[src/rtl/ctrl_pkg.sv]
// Shared types and constants for the serial controller reader.
// The optional CTRL_DEBOUNCE_EN macro is consumed by ctrl_serial_reader.
package ctrl_pkg;

  localparam int unsigned CTRL_NUM_BTNS = 8;

  localparam int unsigned BTN_A      = 0;
  localparam int unsigned BTN_B      = 1;
  localparam int unsigned BTN_SELECT = 2;
  localparam int unsigned BTN_START  = 3;
  localparam int unsigned BTN_UP     = 4;
  localparam int unsigned BTN_DOWN   = 5;
  localparam int unsigned BTN_LEFT   = 6;
  localparam int unsigned BTN_RIGHT  = 7;

  typedef enum logic [2:0] {
    StIdle,
    StLatch,
    StShiftLo,
    StShiftHi,
    StDone
  } ctrl_state_e;

  // Counter width for a modulus of n; never zero so N=1 still gets a real register.
  function automatic int unsigned cnt_width(input int unsigned n);
    return (n > 1) ? $clog2(n) : 1;
  endfunction

endpackage

[src/rtl/ctrl_halfbit_timer.sv]
// Modulo-N cycle counter: asserts last on count N-1 while enabled, restarts on load.
module ctrl_halfbit_timer
  import ctrl_pkg::*;
#(
  parameter int unsigned N = 2
) (
  input  logic clk,
  input  logic reset,
  input  logic en,
  input  logic load,
  output logic last
);

  localparam int unsigned W = cnt_width(N);
  localparam logic [W-1:0] LastVal = W'(N - 1);

  logic [W-1:0] cnt_q, cnt_d;

  assign last = en && (cnt_q == LastVal);

  always_comb begin
    cnt_d = cnt_q;
    if (load) begin
      cnt_d = '0;
    end else if (en) begin
      cnt_d = last ? '0 : cnt_q + 1'b1;
    end
  end

  always_ff @(posedge clk or negedge reset) begin
    if (!reset) begin
      cnt_q <= '0;
    end else begin
      cnt_q <= cnt_d;
    end
  end

endmodule

[src/rtl/ctrl_serial_reader.sv]
// NES-style pad scanner publishing {sticky press edges, button state}.
// Define CTRL_DEBOUNCE_EN to commit a scan only when it matches the previous scan.
module ctrl_serial_reader
  import ctrl_pkg::*;
#(
  parameter int unsigned CLK_DIV     = 4,
  parameter int unsigned POLL_PERIOD = 1000
) (
  input  logic        clk,
  input  logic        reset,
  input  logic        ctrl_data,
  output logic        ctrl_latch,
  output logic        ctrl_clk,
  input  logic        ack,
  output logic [7:0]  buttons,
  output logic [7:0]  edges,
  output logic        valid,
  output logic [15:0] game_word
);

  localparam int unsigned IdleW = cnt_width(POLL_PERIOD);
  localparam logic [IdleW-1:0] IdleLast = IdleW'(POLL_PERIOD - 1);
  localparam int unsigned IdxW = $clog2(CTRL_NUM_BTNS);
  localparam logic [IdxW-1:0] IdxLast = IdxW'(CTRL_NUM_BTNS - 1);

  ctrl_state_e state_q, state_d;
  logic [IdleW-1:0] idle_cnt_q, idle_cnt_d;
  logic [IdxW-1:0] idx_q, idx_d;
  logic [7:0] shift_q, shift_d;
  logic [7:0] buttons_q, buttons_d;
  logic [7:0] edges_q, edges_d;
  logic valid_q, latch_q, sclk_q;
  logic done, commit, state_change;
  logic latch_last, bit_last;

  assign state_change = (state_d != state_q);

  ctrl_halfbit_timer #(
    .N (2 * CLK_DIV)
  ) u_latch_timer (
    .clk   (clk),
    .reset (reset),
    .en    (state_q == StLatch),
    .load  (state_change),
    .last  (latch_last)
  );

  ctrl_halfbit_timer #(
    .N (CLK_DIV)
  ) u_shift_timer (
    .clk   (clk),
    .reset (reset),
    .en    ((state_q == StShiftLo) || (state_q == StShiftHi)),
    .load  (state_change),
    .last  (bit_last)
  );

  always_comb begin
    state_d    = state_q;
    idle_cnt_d = idle_cnt_q;
    idx_d      = idx_q;
    shift_d    = shift_q;
    done       = 1'b0;
    unique case (state_q)
      StIdle: begin
        if (idle_cnt_q == IdleLast) begin
          idle_cnt_d = '0;
          state_d    = StLatch;
        end else begin
          idle_cnt_d = idle_cnt_q + 1'b1;
        end
      end
      StLatch: begin
        if (latch_last) begin
          idx_d   = '0;
          state_d = StShiftLo;
        end
      end
      StShiftLo: begin
        // Sample at the end of the low phase, just before the pad sees the rising edge.
        if (bit_last) begin
          shift_d[idx_q] = ~ctrl_data;
          state_d        = StShiftHi;
        end
      end
      StShiftHi: begin
        if (bit_last) begin
          if (idx_q == IdxLast) begin
            state_d = StDone;
          end else begin
            idx_d   = idx_q + 1'b1;
            state_d = StShiftLo;
          end
        end
      end
      StDone: begin
        done    = 1'b1;
        state_d = StIdle;
      end
      default: state_d = StIdle;
    endcase
  end

`ifdef CTRL_DEBOUNCE_EN
  logic [7:0] prev_shift_q;

  assign commit = done && (shift_q == prev_shift_q);

  always_ff @(posedge clk or negedge reset) begin
    if (!reset) begin
      prev_shift_q <= '0;
    end else if (done) begin
      prev_shift_q <= shift_q;
    end
  end
`else
  assign commit = done;
`endif

  // Ack clears first, so a press committed in the same cycle still lands.
  always_comb begin
    buttons_d = commit ? shift_q : buttons_q;
    edges_d   = (ack ? 8'h00 : edges_q) | (commit ? (shift_q & ~buttons_q) : 8'h00);
  end

  always_ff @(posedge clk or negedge reset) begin
    if (!reset) begin
      state_q    <= StIdle;
      idle_cnt_q <= '0;
      idx_q      <= '0;
      shift_q    <= '0;
      buttons_q  <= '0;
      edges_q    <= '0;
      valid_q    <= 1'b0;
      latch_q    <= 1'b0;
      sclk_q     <= 1'b0;
    end else begin
      state_q    <= state_d;
      idle_cnt_q <= idle_cnt_d;
      idx_q      <= idx_d;
      shift_q    <= shift_d;
      buttons_q  <= buttons_d;
      edges_q    <= edges_d;
      valid_q    <= done;
      latch_q    <= (state_d == StLatch);
      sclk_q     <= (state_d == StShiftHi);
    end
  end

  assign ctrl_latch = latch_q;
  assign ctrl_clk   = sclk_q;
  assign buttons    = buttons_q;
  assign edges      = edges_q;
  assign valid      = valid_q;
  assign game_word  = {edges_q, buttons_q};

endmodule

[config.mk]
export PLATFORM = sky130hd
export DESIGN_NAME = ctrl_serial_reader
export DESIGN_NICKNAME = d
export VERILOG_FILES = /design/src/rtl/ctrl_pkg.sv /design/src/rtl/ctrl_halfbit_timer.sv /design/src/rtl/ctrl_serial_reader.sv
export SDC_FILE = /design/constraint.sdc
export NUM_CORES = 1
export LEC_CHECK = 0
export ABC_CLOCK_PERIOD_IN_PS = 3000
export BUFFER_PORTS_ARGS = -buffer_cell sky130_fd_sc_hd__buf_2
export CORE_MARGIN = 2
export CORE_UTILIZATION = 60
export CTS_CLUSTER_DIAMETER = 120
export CTS_CLUSTER_SIZE = 14
export DETAILED_ROUTE_END_ITERATION = 8
export PLACE_DENSITY = 0.82
export SYNTH_ARGS = -nofsm -noshare
export SYNTH_HDL_FRONTEND = slang
export SYNTH_SLANG_ARGS = --single-unit
[constraint.sdc]
create_clock -name clk -period 3 [get_ports clk]
set_input_delay 0.45 -clock clk [delete_from_list [all_inputs] [get_ports clk]]
set_output_delay 0.45 -clock clk [all_outputs]
set_load 0.005 [all_outputs]
# Word level (Yosys, flattened, before mapping)
# Index checks and enable logic that the tools add are counted.
[op_classes] n_addsub=4 n_mul=0 div=0 n_lt_le_gt_ge=2 n_eq_ne=14 n_shift=0 mux=23 bitwise_logic=4 reduce_logical=10
[ops] operator="$mux 3" count=11
[ops] operator="$mux 8" count=2
[ops] operator="$pmux 3 s4" count=1
[ops] operator="$add 10x1->10 const B" count=1
[ops] operator="$eq 10x10->1 const B" count=1
[ops] operator="$mux 10" count=1
[ops] operator="$eq 3x2->1 const B" count=3
[ops] operator="$eq 3x3->1 const B" count=3
[ops] operator="$and 8x8->8" count=1
[ops] operator="$bwmux 8" count=1
[ops] operator="$not 8->8" count=1
[ops] operator="$or 8x8->8" count=1
[ops] operator="$add 3x1->3 const B" count=2
[ops] operator="$eq 3x1->1 const B" count=2
[ops] operator="$mux 2" count=3
[ops] operator="$pmux 3 s2" count=1
[ops] operator="$reduce_bool 2->1" count=3
[ops] operator="$lt 3x4->1 const B" count=1
[ops] operator="$ne 2x2->1 const B" count=2
[ops] operator="$reduce_and 4->1" count=1
[ops] operator="$demux 1 s3" count=1
[ops] operator="$ge 3x1->1 const B" count=1
[ops] operator="$logic_and 1x1->1" count=3
[ops] operator="$logic_not 3->1" count=1
[ops] operator="other kinds (8)" count=9
[word_totals] reg_bits=48 latch_bits=0 mem_bits_rw=0 rom_bits=0 in_bits=4 output_inout_bits=35 wordCells=68 mem_count=0

# Longest topological paths before layout
[logic_depth] word_depth=7 depth_mapped=6

# Hierarchy
# A second synthesis with hierarchy kept.
[unflattened] hier_cells=229 area_unflattened_um2=2346.0
[by_module_without_submodules] module="ctrl_serial_reader" instances=1 cells_per_inst=206 area_per_inst_um2=2079.5 seq_area_each_um2=1076.0
[by_module_without_submodules] module="ctrl_halfbit_timer at u_latch_timer" instances=1 cells_per_inst=14 area_per_inst_um2=160.2 seq_area_each_um2=75.1
[by_module_without_submodules] module="ctrl_halfbit_timer at u_shift_timer" instances=1 cells_per_inst=9 area_per_inst_um2=106.4 seq_area_each_um2=50.0

# Worst setup path after synthesis
# OpenSTA, ideal clock, no wires.
[synth_path] path_type="flip-flop to flip-flop" from="reg u_latch_timer.cnt_q[0]" to="reg u_latch_timer.cnt_q[1]" setup_ns=0.090 arrival_ns=1.689 required_time_ns=2.910 path_slack_ns=1.221 path_stages_with_launch=7 path_buffers=0 period_less_slack_ns=1.779 cell_sequence="dfrtp_1 ha_1 ha_1 nor4b_1 o21bai_1 nor2_1 o221ai_1"
[synth_between] elab_chain_cells=6
[synth_lines] item="start: declaration" line_no="ctrl_halfbit_timer.sv:17" rtl="logic [W-1:0] cnt_q, cnt_d;"
[synth_lines] item="start signal: assignment" line_no="ctrl_halfbit_timer.sv:34" rtl="cnt_q <= cnt_d;"
[synth_lines] item="$eq 3x3->1" line_no="ctrl_halfbit_timer.sv:19" rtl="assign last = en && (cnt_q == LastVal);"
[synth_lines] item="$logic_and 1x1->1" line_no="ctrl_halfbit_timer.sv:19"
[synth_lines] item="$mux 3" line_no="ctrl_serial_reader.sv:74" rtl="if (latch_last) begin"
[synth_lines] item="$pmux 3 s4" line_no="ctrl_serial_reader.sv:64" rtl="unique case (state_q)"
[synth_lines] item="$ne 3x3->1" line_no="ctrl_serial_reader.sv:36" rtl="assign state_change = (state_d != state_q);"
[synth_lines] item="$mux 3 or $reduce_bool 2->1 (tied branches)"
# Several ways; a longest one is shown, not always the timed one. The select of a mux whose other input is x is not followed.
# A chain may end at the register's enable or synchronous reset.

# Worst setup path in the final report
# Same ends and word-level chain as after synthesis.

==> impl_metrics.env <==
export IMPL_cts_root_buf="clkbuf_8"
export IMPL_multiInputGateArea_um2=891
export IMPL_cap_viol_max_count=0
export IMPL_arrival_ns=2.25
export IMPL_via_per_inst=5.51
export IMPL_cts_resized=0
export IMPL_powerDensity_mw_per_mm2=423
export IMPL_timing_rr_start="u_latch_timer.cnt_q[0]$_DFFE_PN0P_"
export IMPL_yosysWarnings=0
export IMPL_worst_pin_slew_ns=1.03
export IMPL_pwr_share_comb=0.019
export IMPL_synthAdderAreaFrac=0.0319
export IMPL_ant_nets=0
export IMPL_skew_ns=0.00410
export IMPL_coreArea_mm2=0.00372
export IMPL_crit_start="u_latch_timer.cnt_q[0]$_DFFE_PN0P_"
export IMPL_crit_type="reg -> reg"
export IMPL_syn_num_nets=246
export IMPL_drt_wl_total_um=4030
export IMPL_grt_pass1_vias=1577
export IMPL_globalRouteTotalUtil=0.213
export IMPL_synth_compound_area_frac=0.116
export IMPL_reg2reg_depth=6
export IMPL_cts_buffers=5
export IMPL_synthMuxAreaShare=0.0340
export IMPL_die_w_um=66.6
export IMPL_synth_ff_type="dfrtp_1"
export IMPL_worst_setup_path_end_kind="register"
export IMPL_synth_edf_count=0
export IMPL_crit_end="u_latch_timer.cnt_q[1]$_DFFE_PN0P_"
export IMPL_reg2reg_slack_ns=0.96
export IMPL_place_congestion=0.922
export IMPL_timing_hold_ws_ns=0.318
export IMPL_antenna_cells=0
export IMPL_path_delay_family="simple AND/OR/NAND/NOR gates"
export IMPL_cp_start_kind="register"
export IMPL_ys_types=43
export IMPL_htree_levels=2
export IMPL_wl_per_cell_um=13.3
export IMPL_rows=22
export IMPL_status="finished, final reports clean"
export IMPL_hold_path_class="in -> async"
export IMPL_gr_total_overflow=0
export IMPL_rsz0062_at_grt="false"
export IMPL_slew_headroom=0.315
export IMPL_irDropWorstVdd_mv=0.289
export IMPL_clk_pin_slew_ns=0.08
export IMPL_power_frac_clock=0.372
export IMPL_slew_viol_final=0
export IMPL_p_leak_nw=1.29
export IMPL_post_cts_buffers=0
export IMPL_cpPeakStageDelay_ns=0.57
export IMPL_max_freq_mhz=490
export IMPL_ys_seq_elements=48
export IMPL_drt_iter0_drc=123
export IMPL_critPathMaxFanout=5
export IMPL_synthArstFlopShare=1.00
export IMPL_portBuffers=38
export IMPL_finalInstanceArea_mm2=0.00252
export IMPL_die_h_um=66.6
export IMPL_power_internal_mw=0.857
export IMPL_switchingPower_mw=0.209
export IMPL_grt_max_degree=49
export IMPL_area_growth_pct=7.12
export IMPL_clock_sinks=48
export IMPL_critical_path_depth=6
export IMPL_antenna_found_initial=0
export IMPL_syn_area_mm2=0.00235
export IMPL_regArea_mm2=0.00120
export IMPL_path_cells="ha_1 > ha_1 > nor4b_1 > o21bai_1 > nor2_1 > o221ai_1"
export IMPL_dieArea_mm2=0.00444
export IMPL_cts_tree="done"
export IMPL_synth_cells=236
export IMPL_start_util=0.633
export IMPL_final_common_cell="dfrtp_1"
export IMPL_layout_drive_gt1_share=0.197
export IMPL_remaining_drc_errors=0
export IMPL_worst_r2r_endpoint="u_latch_timer.cnt_q[1]$_DFFE_PN0P_"
export IMPL_yosysSeqAreaShare=0.510
export IMPL_dp_hpwl_um=2860
export IMPL_cp_required_ns=3.21
export IMPL_syn_area_per_cell_um2=9.97
export IMPL_crit_slowest_cell="nor4b_1"
export IMPL_pin_count=39
export IMPL_seq_power_share=0.609
export IMPL_hold_buffers=0
export IMPL_grt_pass1_wl_um=7090
export IMPL_worstSkewPairLatency_ns=0.29
export IMPL_period_share=0.681
export IMPL_layout_nets=264
export IMPL_cpMostUsedCell="ha_1"
export IMPL_clk_path_buf_depth=2
export IMPL_hold_violations=0
export IMPL_fin_tns_setup_ns=0
export IMPL_dpl_cell_area_mm2=0.00242
export IMPL_setup_violations=0
export IMPL_vias=1665
export IMPL_synth_simple_area_share=0.170
export IMPL_n_fill_cell=308
export IMPL_synth_top_family_by_area="simple AND/OR/NAND/NOR gates"
export IMPL_final_cell_mix="48 x dfrtp_1, 38 x buf_2, 26 x nand2_1"
export IMPL_drt_pass1_iterations=4
export IMPL_crit_buf_inv=0
export IMPL_final_min_clock_period_ns=2.04
export IMPL_synth_xor_xnor_area_share=0.0260
export IMPL_p_sw_frac=0.196
[worst register-to-register path, stage by stage, from the launching register on]
cell and delay (ns):
dfrtp_1 0.41, ha_1 0.21, ha_1 0.18, nor4b_1 0.57
o21bai_1 0.28, nor2_1 0.13, o221ai_1 0.19
[worst min path at each step]
stage                                                  start                            endpoint  slack [ns]  cells after the start
after global routing                                   reset                  edges[2]$_DFF_PN0_        0.41                      1
after CTS                                              reset                  edges[2]$_DFF_PN0_        0.36                      1
final                                                  reset                  edges[2]$_DFF_PN0_        0.32                      1
after detailed placement           idle_cnt_q[8]$_DFFE_PN0P_           idle_cnt_q[8]$_DFFE_PN0P_        0.50                      1
after global placement    u_latch_timer.cnt_q[0]$_DFFE_PN0P_  u_latch_timer.cnt_q[0]$_DFFE_PN0P_        0.48                      1
after floorplan                                        reset              buttons[0]$_DFFE_PN0P_        0.15                      0
[state kept, by name, summed over array words and instances, names as in the netlist]
signal / flops
idle_cnt_q: 10
buttons: 8
edges: 8
shift_q: 8
idx_q: 3
state_q: 3
u_latch_timer.cnt_q: 3
u_shift_timer.cnt_q: 2
ctrl_clk: 1
ctrl_latch: 1
valid: 1
[cells in the mapped netlist, types with 2 or more instances]
library cell / n / area, µm²
buf_2: 2 / 10.0
nand4_1: 4 / 25.0
o21ai_1: 3 / 15.0
a21oi_1: 4 / 20.0
nor2_1: 13 / 48.8
ha_1: 6 / 75.1
nand3b_1: 2 / 15.0
o221ai_1: 2 / 17.5
mux2i_1: 8 / 80.1
nor3_1: 6 / 30.0
nor3b_1: 2 / 15.0
and3_1: 2 / 12.5
a21o_1: 2 / 15.0
o21ai_0: 13 / 65.1
o21bai_1: 2 / 15.0
or2_2: 2 / 12.5
o32ai_1: 8 / 70.1
nand3_1: 8 / 40.0
a31oi_1: 2 / 12.5
dfrtp_1: 48 / 1200
nand2b_1: 2 / 12.5
buf_6: 2 / 22.5
inv_1: 22 / 82.6
buf_4: 16 / 120
clkbuf_1: 5 / 18.8
nor4_1: 2 / 12.5
nand2_1: 26 / 97.6
xnor2_1: 6 / 52.6
buf_1: 2 / 7.51
[power groups by stage]
stage / logic (mW) / registers [mW] / clock network (mW)
finish: 0.0203 / 0.649 / 0.396
detailed placement: 0.0213 / 0.662 / 0
global route: 0.0242 / 0.649 / 0.441
CTS: 0.0213 / 0.649 / 0.408
floorplan: 0.00579 / 0.662 / 0
global placement: 0.0212 / 0.662 / 0
[area by class of cell]
type / instances / share of cell area
well taps: 48 / 0.0238
multi-input cells: 139 / 0.353
clock buffers: 7 / 0.0382
flip-flops and latches: 48 / 0.476
inverters: 22 / 0.0328
repair buffers: 38 / 0.0754
[kinds of logic (layout without fill, tap and decap cells)]
group,count (synthesis),count (layout)
AOI/OAI and AO/OA,41,41
xor gates and xnor gates,7,7
adders and majority gates,6,6
buffers and inverters,49,67
DFF,48,48
muxes,8,8
and+or+nand+nor,77,77
[routing by layer]
layer / global-route usage / share of wire / routed length [µm]
met1: 0.290 / 0.47 / 1890
met4: 0.0969 / 0.017 / 68
met3: 0.0439 / 0.036 / 145
met5: 0 / 0 / 0
met2: 0.329 / 0.48 / 1920
[stage by stage]
step	setup slack [ns]	util	instances	total power, mW
floorplan	1.22	-	236	0.668
global placement	1.08	0.653	295	0.683
detailed placement	0.986	0.653	295	0.683
CTS	0.962	0.678	302	1.08
global route	0.785	0.678	302	1.11
finish	0.957	0.678	302	1.07
No activity file was read; power rests on OpenSTA's default activity.
